===== config.mk =====
export PLATFORM = sky130hd
export DESIGN_NAME = fetch_stage
export DESIGN_NICKNAME = d
export VERILOG_FILES = /design/src/rtl/fetch_stage.sv
export SDC_FILE = /design/constraint.sdc
export NUM_CORES = 1
export LEC_CHECK = 0
export CAP_MARGIN = 20
export CORE_MARGIN = 3
export CORE_UTILIZATION = 54
export CTS_BUF_LIST = sky130_fd_sc_hd__clkbuf_2 sky130_fd_sc_hd__clkbuf_4 sky130_fd_sc_hd__clkbuf_8
export CTS_CLUSTER_DIAMETER = 80
export DETAILED_ROUTE_END_ITERATION = 7
export GPL_TIMING_DRIVEN = 0
export HOLD_SLACK_MARGIN = 0.1
export PLACE_DENSITY = 0.85
export SLEW_MARGIN = 0
export SYNTH_ARGS = -nofsm -noshare
export SYNTH_HDL_FRONTEND = slang
export SYNTH_SLANG_ARGS = --single-unit

===== constraint.sdc =====
create_clock -name clk -period 5.3 [get_ports clk]
set_clock_uncertainty 0.05 [all_clocks]
set_input_delay 0.53 -clock clk [delete_from_list [all_inputs] [get_ports clk]]
set_output_delay 0.53 -clock clk [all_outputs]
set_load 0.01 [all_outputs]

===== src/rtl/fetch_stage.sv =====
// fetch_stage
// Instruction-fetch stage. Holds the architectural PC, issues one request at a
// time to a variable-latency instruction memory and loads the IF/ID register.
// A one-entry buffer keeps a word that returns while the pipeline is stalled.
// A redirect from ID that lands while a fetch is outstanding arms a kill flag,
// which discards the stale word when it eventually returns.
module fetch_stage #(
   parameter logic [15:0] RESET_PC   = 16'h0000,
   parameter logic [15:0] NOP_INSTR  = 16'h0000,
   parameter logic [3:0]  HLT_OPCODE = 4'b1111
) (
   input  logic        clk,
   input  logic        rst_n,
   input  logic        stall,
   input  logic        redirect,
   input  logic [15:0] redirect_pc,
   output logic        imem_req,
   output logic [15:0] imem_addr,
   input  logic [15:0] imem_rdata,
   input  logic        imem_valid,
   output logic [15:0] if_id_instr,
   output logic [15:0] if_id_pc,
   output logic [15:0] if_id_plus2pc,
   output logic        if_id_valid,
   output logic        halted
);

   typedef enum logic [1:0] {
      ST_ISSUE = 2'd0,
      ST_WAIT  = 2'd1,
      ST_HALT  = 2'd2
   } state_t;

   state_t      state_q, state_d;
   logic [15:0] pc_q, pc_d;
   logic        kill_q, kill_d;
   logic        buf_valid_q, buf_valid_d;
   logic [15:0] buf_data_q, buf_data_d;
   logic [15:0] if_id_instr_q, if_id_instr_d;
   logic [15:0] if_id_pc_q, if_id_pc_d;
   logic [15:0] if_id_plus2pc_q, if_id_plus2pc_d;
   logic        if_id_valid_q, if_id_valid_d;
   logic        halted_q, halted_d;

   logic [15:0] plus2_s;
   logic        issue_s;
   logic        deliver_s;
   logic        bubble_s;
   logic [15:0] deliver_data_s;

   // PC+2 wraps naturally modulo 2^16
   assign plus2_s = pc_q + 16'd2;

   // A fetch launches only from ISSUE with an empty buffer, no stall and no
   // redirect; gating with rst_n keeps the strobe low while reset is held.
   assign issue_s   = (state_q == ST_ISSUE) && !buf_valid_q && !stall && !redirect;
   assign imem_req  = issue_s && rst_n;
   assign imem_addr = pc_q;

   assign if_id_instr   = if_id_instr_q;
   assign if_id_pc      = if_id_pc_q;
   assign if_id_plus2pc = if_id_plus2pc_q;
   assign if_id_valid   = if_id_valid_q;
   assign halted        = halted_q;

   // Next-state, PC, buffer and IF/ID update logic
   always_comb begin
      state_d         = state_q;
      pc_d            = pc_q;
      kill_d          = kill_q;
      buf_valid_d     = buf_valid_q;
      buf_data_d      = buf_data_q;
      if_id_instr_d   = if_id_instr_q;
      if_id_pc_d      = if_id_pc_q;
      if_id_plus2pc_d = if_id_plus2pc_q;
      if_id_valid_d   = if_id_valid_q;
      halted_d        = halted_q;
      deliver_s       = 1'b0;
      bubble_s        = 1'b0;
      deliver_data_s  = buf_data_q;

      if (redirect) begin
         // Redirect beats stall: flush IF/ID and the buffer, leave HALT
         pc_d          = redirect_pc;
         if_id_instr_d = NOP_INSTR;
         if_id_valid_d = 1'b0;
         buf_valid_d   = 1'b0;
         halted_d      = 1'b0;
         if ((state_q == ST_WAIT) && !imem_valid) begin
            // The old word is still in flight; drop it when it arrives
            kill_d  = 1'b1;
            state_d = ST_WAIT;
         end else begin
            kill_d  = 1'b0;
            state_d = ST_ISSUE;
         end
      end else begin
         case (state_q)
            ST_ISSUE: begin
               if (stall) begin
                  state_d = ST_ISSUE;
               end else if (buf_valid_q) begin
                  deliver_s      = 1'b1;
                  deliver_data_s = buf_data_q;
                  buf_valid_d    = 1'b0;
               end else begin
                  state_d  = ST_WAIT;
                  bubble_s = 1'b1;
               end
            end
            ST_WAIT: begin
               if (imem_valid) begin
                  if (kill_q) begin
                     kill_d   = 1'b0;
                     state_d  = ST_ISSUE;
                     bubble_s = !stall;
                  end else if (stall) begin
                     buf_valid_d = 1'b1;
                     buf_data_d  = imem_rdata;
                     state_d     = ST_ISSUE;
                  end else begin
                     deliver_s      = 1'b1;
                     deliver_data_s = imem_rdata;
                  end
               end else begin
                  bubble_s = !stall;
               end
            end
            ST_HALT: begin
               state_d = ST_HALT;
            end
            default: begin
               state_d = ST_ISSUE;
            end
         endcase

         if (deliver_s) begin
            if_id_instr_d   = deliver_data_s;
            if_id_pc_d      = pc_q;
            if_id_plus2pc_d = plus2_s;
            if_id_valid_d   = 1'b1;
            if (deliver_data_s[15:12] == HLT_OPCODE) begin
               // PC stays on the HLT so a later redirect is the only way out
               state_d  = ST_HALT;
               halted_d = 1'b1;
            end else begin
               pc_d    = plus2_s;
               state_d = ST_ISSUE;
            end
         end else if (bubble_s) begin
            // Nothing delivered this cycle: insert a bubble, keep PC fields
            if_id_instr_d = NOP_INSTR;
            if_id_valid_d = 1'b0;
         end else begin
            if_id_valid_d = if_id_valid_q;
         end
      end
   end

   // State, PC, buffer and IF/ID registers
   always_ff @(posedge clk or negedge rst_n) begin
      if (!rst_n) begin
         state_q         <= ST_ISSUE;
         pc_q            <= RESET_PC;
         kill_q          <= 1'b0;
         buf_valid_q     <= 1'b0;
         buf_data_q      <= 16'h0000;
         if_id_instr_q   <= NOP_INSTR;
         if_id_pc_q      <= 16'h0000;
         if_id_plus2pc_q <= 16'h0000;
         if_id_valid_q   <= 1'b0;
         halted_q        <= 1'b0;
      end else begin
         state_q         <= state_d;
         pc_q            <= pc_d;
         kill_q          <= kill_d;
         buf_valid_q     <= buf_valid_d;
         buf_data_q      <= buf_data_d;
         if_id_instr_q   <= if_id_instr_d;
         if_id_pc_q      <= if_id_pc_d;
         if_id_plus2pc_q <= if_id_plus2pc_d;
         if_id_valid_q   <= if_id_valid_d;
         halted_q        <= halted_d;
      end
   end

endmodule


==> results of run 1 <==
-- how the worst max path moves through the flow --
stage                     startpoint           end  slack [ns]  cells after the start
after global placement         rst_n      imem_req       -0.13                      4
after detailed placement    redirect      imem_req        2.14                      5
after global routing        redirect      imem_req        2.05                      5
final                       redirect      imem_req        2.13                      5
after CTS                   redirect      imem_req        2.14                      5
after floorplan           imem_valid  imem_addr[2]        3.43                      5
-- power breakdown --
group,total [mW],internal (mW),switching [mW]
Clock,0.466,0.240,0.227
Combinational,0.643,0.365,0.278
Sequential,0.945,0.824,0.121
Total,2.05,1.43,0.626
-- what timing repair did --
action                                  4_1_cts  5_1_grt
hold endpoints to repair                     13        0
hold buffers                                  1        0
endpoints found under the setup margin        0        0
-- cell type report --
class / count / area, sq um
Sequential cell: 85 / 2130
Tap cell: 96 / 120
Timing Repair Buffer: 105 / 1070
Inverter: 7 / 26.3
Multi-Input combinational cell: 265 / 1660
Clock inverter: 3 / 46.3
Fill cell: 450 / 1620
Clock buffer: 12 / 153
Buffer: 23 / 128
-- cells in the final DEF, fill, tap and decap left out, types with 3 or more instances in the layout --
master           instances
clkbuf_1                 9
nand2b_1                 8
dfrtp_1                 85
mux2_1                  11
a221o_1                 10
and4_1                   4
a21oi_1                 10
nand2_1                 86
buf_2                    6
clkdlybuf4s50_1        102
buf_4                    6
nor2_1                  11
nand4_1                  5
nor2b_1                  3
inv_1                    6
a311oi_1                 4
nor3_1                   4
nor3_4                   3
mux2_2                   8
o21ai_0                 34
and3_1                   3
nor4_1                   4
nand3_1                  4
o21ai_1                  4
clkbuf_8                10
mux2i_1                 16
xnor2_1                 13
-- through the flow --
stage	util [%]	hold WS (ns)
after floorplan	-	0.184
after global placement	73.3	0.410
after detailed placement	73.7	0.360
after CTS	76.7	0.434
after global routing	76.7	0.456
final	76.7	0.433
-- registers in the layout (all words and copies together), names as in the netlist --
signal,count
kill_q,1
if_id_valid,1
halted,1
if_id_pc,16
if_id_instr,16
if_id_plus2pc,15
buf_data_q,16
state_q,2
imem_addr,16
buf_valid_q,1
-- per-layer routing --
metal  track usage (%)  up-vias  share of wire (%)
met4              10.9        0                2.4
met5                 0        -                  0
met1              33.8     1657                 42
met3              6.88       22                6.3
met2              43.3      133                 49
li1                  -     1550                  -
-- kinds of logic (layout without fill, tap and decap cells) --
logic type	count (synthesis)	count (layout)	synth area share (%)
compound gates	68	68	10.8
xor+xnor	15	15	3.33
flops	85	85	54.0
mux	35	35	9.49
simple gates	146	146	18.2
buf+inv	30	150	3.90
fa+ha+maj	1	1	0.317
-- synthesized netlist by cell type (all sizes together), types with 5 or more instances --
library cell / count / share of area (%)
mux2: 19 / 5.4
a221o: 10 / 2.5
o21ai: 39 / 5.0
clkbuf: 9 / 0.86
nor3: 7 / 1.7
a21oi: 11 / 1.5
nand2b: 8 / 1.3
xnor2: 13 / 2.9
dfrtp: 85 / 54
mux2i: 16 / 4.1
nand4: 5 / 0.79
nor2: 13 / 1.4
buf: 14 / 2.4
nand2: 86 / 8.2
inv: 7 / 0.67
-- worst max-delay path, stage by stage --
cell	delay, ns
clkdlybuf4s50_1	0.53
buf_1	0.49
clkbuf_1	0.41
nor3_1	0.12
clkdlybuf4s50_1	0.50
==> metrics.cfg, run 1 <==
[status]
run_status = completed

[placed_design]
pre_cts_slack_ns = 2.14
io_buffer_count = 103
placed_cells = 580
placed_cell_area_sq_um = 5120
post-dp-hpwl_um = 7730
gp_congestion = 0.852

[timing]
fmax_ghz = 0.315
final-hold-violation-count = 0
period_share_pct = 59.9
min_period_ns = 3.17
drv_slew = 0
setup_viol = 0
layout_setup_ws_ns = 2.13
worst_slew_pin_slew_ns = 0.631
tns_ns = 0
slew_headroom_pct = 57.8
rsz0062_at_grt = no

[cells_and_area]
diodes = 0
drive_gt1_share_pct = 9.20
num-nets-final = 534
area_delta_synth_final_pct = 35.1
fin_cells = 596
fin_area_sq_um = 5330

[cts]
clock_sinks = 85
post_cts_buffers = 0
cts_tree = done
cts_root_buf = clkbuf_8
clk_latency_ns = 0.36
cts_buffers = 9
cts_max_level = 3
clockBufferDepth = 2
cts_resized = 0
cts.clk_slew.worst_paths_ns = 0.08

[grt]
antenna_found_initial = 0
grt_start_max_net_pins = 73
grt_util_all_layers_pct = 26.6
grt_pass1_vias = 3460
grt_pass1_wl_um = 17500
grt-ovfl-total = 0

[floorplanning]
dieHeight_um = 91.4
die-width_um = 91.4
floorplan.initialDensity_pct = 56.8
dieArea_sq_um = 8360
coreArea_sq_um = 6940
num_rows = 30
top_level_ports = 104

[synth]
ys_seq_area_share_pct = 54.0
async_reset_ff_share_pct = 100
synth_edf_count = 0
ys.flop_type = dfrtp_1
syn_area_sq_um = 3940
synth_area_per_cell_sq_um = 10.4
ys_ff_latch = 85
synth_warnings = 0
netlist_instances = 380
syn-num-nets = 418
synth_cell_types = 45

[min_path]
hold_depth = 2
min-delay-start = if_id_pc[11]
worstHoldEndpoint = if_id_pc[11]
hp-class = flip-flop to flip-flop

[routing]
vias_per_cell = 5.64
drc = 0
dr_total_vias = 3362
first_iter_violations = 174
routed_wl_um = 10800
antenna_left = 0
wl_per_cell_um = 18.1
firstDrtPassIters = 4

[power]
p_per_area_nw_per_um2 = 386
power_leakage_nw = 2.28
ir_worst_vdd_v = 0.000279
finalPower_mw = 2.05

[worst_setup_path]
ff2ff_setup_slack_ns = 3.17
r2r-start = imem_addr[1]
cp_max_fo = 10
endpoint_kind = primary output
cp.required_ns = 4.72
reg2reg_depth = 6
crit_type = primary input to primary output
r2r-end = if_id_plus2pc[13]
start_kind = primary input
arrival_ns = 2.59

[job]
drv_cap = 0

No activity file was read; power rests on OpenSTA's default activity.
==> inputs of run 2 (changes only) <==
--- a/config.mk
+++ b/config.mk
@@ -7,13 +7,13 @@
 export LEC_CHECK = 0
 export CAP_MARGIN = 20
 export CORE_MARGIN = 3
-export CORE_UTILIZATION = 54
+export CORE_UTILIZATION = 45
 export CTS_BUF_LIST = sky130_fd_sc_hd__clkbuf_2 sky130_fd_sc_hd__clkbuf_4 sky130_fd_sc_hd__clkbuf_8
 export CTS_CLUSTER_DIAMETER = 80
 export DETAILED_ROUTE_END_ITERATION = 7
 export GPL_TIMING_DRIVEN = 0
 export HOLD_SLACK_MARGIN = 0.1
-export PLACE_DENSITY = 0.85
+export PLACE_DENSITY = 0.75
 export SLEW_MARGIN = 0
 export SYNTH_ARGS = -nofsm -noshare
 export SYNTH_HDL_FRONTEND = slang
==> constraint.sdc (replaced) <==
create_clock -name clk -period 2.65 [get_ports clk]
set_clock_uncertainty 0.05 [all_clocks]
set_input_delay 0.265 -clock clk [delete_from_list [all_inputs] [get_ports clk]]
set_output_delay 0.265 -clock clk [all_outputs]
set_load 0.01 [all_outputs]
==> metrics.cfg, run 2 (synthesis gave the netlist of run 1 again) <==
[floorplanning]
coreArea_sq_um = 8340
num_rows = 33
floorplan.initialDensity_pct = 47.3
dieHeight_um = 99.6
die-width_um = 99.6
top_level_ports = 104
dieArea_sq_um = 9920

[worst_setup_path]
start_kind = primary input
arrival_ns = 2.12
cp.required_ns = 2.34
crit_type = primary input to primary output
endpoint_kind = primary output
cp_max_fo = 10

[cts]
cts_tree = done
cts_root_buf = clkbuf_8
cts.clk_slew.worst_paths_ns = 0.09
clock_sinks = 85
cts_max_level = 3
clk_latency_ns = 0.36
cts_buffers = 9
clockBufferDepth = 2

[power]
ir_worst_vdd_v = 0.000406
p_per_area_nw_per_um2 = 756
power_leakage_nw = 2.28

[grt]
grt_start_max_net_pins = 63
antenna_found_initial = 0
grt_pass1_vias = 3342
grt-ovfl-total = 0
grt_pass1_wl_um = 17200
grt_util_all_layers_pct = 21.8

[timing]
drv_slew = 0
setup_viol = 0
period_share_pct = 92.0
slew_headroom_pct = 61.1
final-hold-violation-count = 0
fmax_ghz = 0.410
rsz0062_at_grt = no
min_period_ns = 2.44
tns_ns = 0
worst_slew_pin_slew_ns = 0.581

[min_path]
hp-class = primary input to asynchronous set/reset pin

[routing]
firstDrtPassIters = 4
wl_per_cell_um = 16.7
first_iter_violations = 155
dr_total_vias = 3236
antenna_left = 0
drc = 0
vias_per_cell = 5.34
routed_wl_um = 10100

[cells_and_area]
mostFrequentLayoutCell = clkdlybuf4s50_1
drive_gt1_share_pct = 9.58
diodes = 0
num-nets-final = 534
area_delta_synth_final_pct = 35.2
final_util_pct = 63.9
final_cell_mix = clkdlybuf4s50_1 (102), nand2_1 (86), dfrtp_1 (85)

[placed_design]
post-dp-hpwl_um = 7410
gp_congestion = 0.848
io_buffer_count = 103

[status]
run_status = completed

[job]
drv_cap = 0

==> run 2: final timing paths <==
path / from / endpoint / slack [ns] / depth (start not counted)
max: redirect / imem_req / 0.21 / 5
min: rst_n / if_id_instr[10] / 0.31 / 2
max reg2reg: state_q[1] / imem_addr[7] / 0.55 / 6
min reg2reg: if_id_plus2pc[14] / if_id_plus2pc[14] / 0.43 / 2
max in group asynchronous: rst_n / imem_addr[2] / 1.63 / 3
min in group clk: redirect_pc[8] / imem_addr[8] / 0.42 / 3
==> run 2: worst max-delay path: stages <==
cell	delay, ns
clkdlybuf4s50_1	0.51
clkbuf_2	0.27
clkbuf_1	0.26
nor3_1	0.25
clkdlybuf4s50_1	0.57
==> run 2: area by class of cell <==
| cell class | instances | area [sq um] |
|---|---|---|
| tap | 105 | 131 |
| fill | 660 | 3010 |
| inverter | 7 | 26.3 |
| multi-input combinational | 265 | 1660 |
| buffer | 23 | 129 |
| clock buffer | 10 | 138 |
| clock inverter | 6 | 52.6 |
| sequential | 85 | 2130 |
| timing repair buffer | 105 | 1070 |
==> run 2: report_power, final <==
group,total (mW),switching (mW),internal (mW)
Clock,0.885,0.502,0.383
Combinational,1.27,0.538,0.729
Sequential,1.88,0.232,1.65
Total,4.03,1.27,2.76
==> run 2: per-stage QoR <==
step                      total power [mW]  instance area [sq um]  instances  setup slack (ns)  hold slack (ns)
final                                 4.03                   5330        606             0.212            0.310
after global routing                  4.28                   5330        606             0.114            0.345
after CTS                             4.07                   5330        606            0.0134            0.291
after detailed placement              3.18                   5130        589            0.0127            0.144
after global placement                3.13                   5100        588             -2.28            0.409
after floorplan                       2.42                   3940        380             0.801          -0.0806
==> run 2: repair_timing <==
action                     CTS  global route
setup buffers                0             0
resized for setup            0             1
hold buffers                 1             0
setup endpoints to repair    0             1
hold endpoints to repair    23             0
==> run 2: layer usage <==
metal	vias to the layer above	part of all wire (%)	global-route usage (%)
li1	1552	-	-
met1	1570	45	30.7
met2	108	46	33.6
met3	6	8.6	5.05
met4	0	0.99	6.62
met5	-	0	0
==> inputs of run 3 (changes only) <==
--- a/config.mk
+++ b/config.mk
@@ -14,6 +14,7 @@
 export GPL_TIMING_DRIVEN = 0
 export HOLD_SLACK_MARGIN = 0.1
 export PLACE_DENSITY = 0.75
+export RECOVER_POWER = 25
 export SLEW_MARGIN = 0
 export SYNTH_ARGS = -nofsm -noshare
 export SYNTH_HDL_FRONTEND = slang
==> metrics.cfg, run 3 (synthesis gave the netlist of run 1 again) <==
[status]
run_status = finished with violations
violations = max-capacitance violations, max-slew violations

[floorplanning]
top_level_ports = 104
coreArea_sq_um = 8340
floorplan.initialDensity_pct = 47.3
dieArea_sq_um = 9920
dieHeight_um = 99.6
num_rows = 33
die-width_um = 99.6

[power]
power_leakage_nw = 2.28
ir_worst_vdd_v = 0.000406
p_per_area_nw_per_um2 = 759

[timing]
slew_headroom_pct = -0.666
fmax_ghz = 0.410
final-hold-violation-count = 0
worst_slew_pin_slew_ns = 1.51
period_share_pct = 92.0
setup_viol = 0
drv_slew = 63
rsz0062_at_grt = no
min_period_ns = 2.44

[grt]
antenna_found_initial = 0
grt_pass1_wl_um = 17200
grt-ovfl-total = 0
grt_util_all_layers_pct = 21.8
grt_pass1_vias = 3342
grt_start_max_net_pins = 63

[placed_design]
gp_congestion = 0.848
placed_cell_area_sq_um = 5130
post-dp-hpwl_um = 7410
io_buffer_count = 103

[routing]
wl_per_cell_um = 16.7
routed_wl_um = 10100
firstDrtPassIters = 4
antenna_left = 0
dr_total_vias = 3228
drc = 0
first_iter_violations = 154
vias_per_cell = 5.33

[cells_and_area]
nFillCells = 663
final_cell_mix = clkdlybuf4s50_1 (102), nand2_1 (86), dfrtp_1 (85)
final_util_pct = 63.6
num-nets-final = 534
mostFrequentLayoutCell = clkdlybuf4s50_1
drive_gt1_share_pct = 9.58
diodes = 0
fin_area_sq_um = 5310
area_delta_synth_final_pct = 34.7

[worst_setup_path]
arrival_ns = 2.12
endpoint_kind = primary output
ff2ff_setup_slack_ns = 0.56
start_kind = primary input
cp_max_fo = 10
crit_type = primary input to primary output
cp.required_ns = 2.34

[cts]
cts.clk_slew.worst_paths_ns = 0.09
cts_max_level = 3
cts_tree = done
clock_sinks = 85
cts_buffers = 9
clk_latency_ns = 0.36
cts_root_buf = clkbuf_8
post_cts_buffers = 0
clockBufferDepth = 2

[min_path]
hp-class = primary input to asynchronous set/reset pin

[job]
drv_cap = 1

run 3: changes by cell type in the layout (fill, tap and decap cells not counted):
cell / previous run / this run
buf_16: 1 / 0
clkbuf_2: 1 / 2
run 3: worst max-delay path: stages:
cell             delay [ns]
clkdlybuf4s50_1        0.51
clkbuf_2               0.27
clkbuf_1               0.26
nor3_1                 0.25
clkdlybuf4s50_1        0.57
run 3: metrics by stage:
step / power [mW] / cells / worst slack, ns / hold WS (ns) / TNS, ns
finish: 4.03 / 606 / 0.211 / 0.297 / 0
global route: 4.27 / 606 / 0.114 / 0.331 / 0
CTS: 4.07 / 606 / 0.0134 / 0.291 / 0
detailed placement: 3.18 / 589 / 0.0127 / 0.144 / 0
global placement: 3.13 / 588 / -2.28 / 0.409 / -157.44
floorplan: 2.42 / 380 / 0.801 / -0.0806 / 0
run 3: what timing repair did:
item                                    CTS  global route
gates resized for setup                   0             1
hold buffers                              1             0
endpoints found under the setup margin    0             1
hold endpoints to repair                 23             0
run 3: power breakdown:
group / internal, mW / switching [mW] / leakage [nW]
sequential: 1.65 / 0.232 / 1.10
clock: 0.383 / 0.502 / 0.0983
combinational: 0.726 / 0.537 / 1.08
run 3: layout make-up:
| class | instances | area [sq um] | share of cell area [%] |
|---|---|---|---|
| repair buffers | 105 | 1040 | 19.7 |
| plain buffers | 23 | 129 | 2.43 |
| inverters | 7 | 26.3 | 0.495 |
| clock inverters | 6 | 52.6 | 0.990 |
| clock buffers | 10 | 138 | 2.59 |
| flip-flops and latches | 85 | 2130 | 40.1 |
| multi-input cells | 265 | 1660 | 31.3 |
| well taps | 105 | 131 | 2.48 |
run 3: metal layers:
metal  vias to the layer above  part of all wire, %  track usage (%)
li1                       1553                    -                -
met1                      1560                   45             30.7
met2                       109                   46             33.6
met3                         6                  8.6             5.05
met4                         0                 0.99             6.62
met5                         -                    0                0
run 3: worst paths after layout:
kind / start / endpoint / depth (start not counted)
min in group clk: redirect_pc[8] / imem_addr[8] / 3
worst max register to register: imem_addr[1] / imem_addr[15] / 6
worst min register to register: if_id_plus2pc[14] / if_id_plus2pc[14] / 2
worst max-delay path: redirect / imem_req / 5
worst min-delay path: rst_n / if_id_instr[10] / 2
max in group asynchronous: rst_n / imem_addr[2] / 3
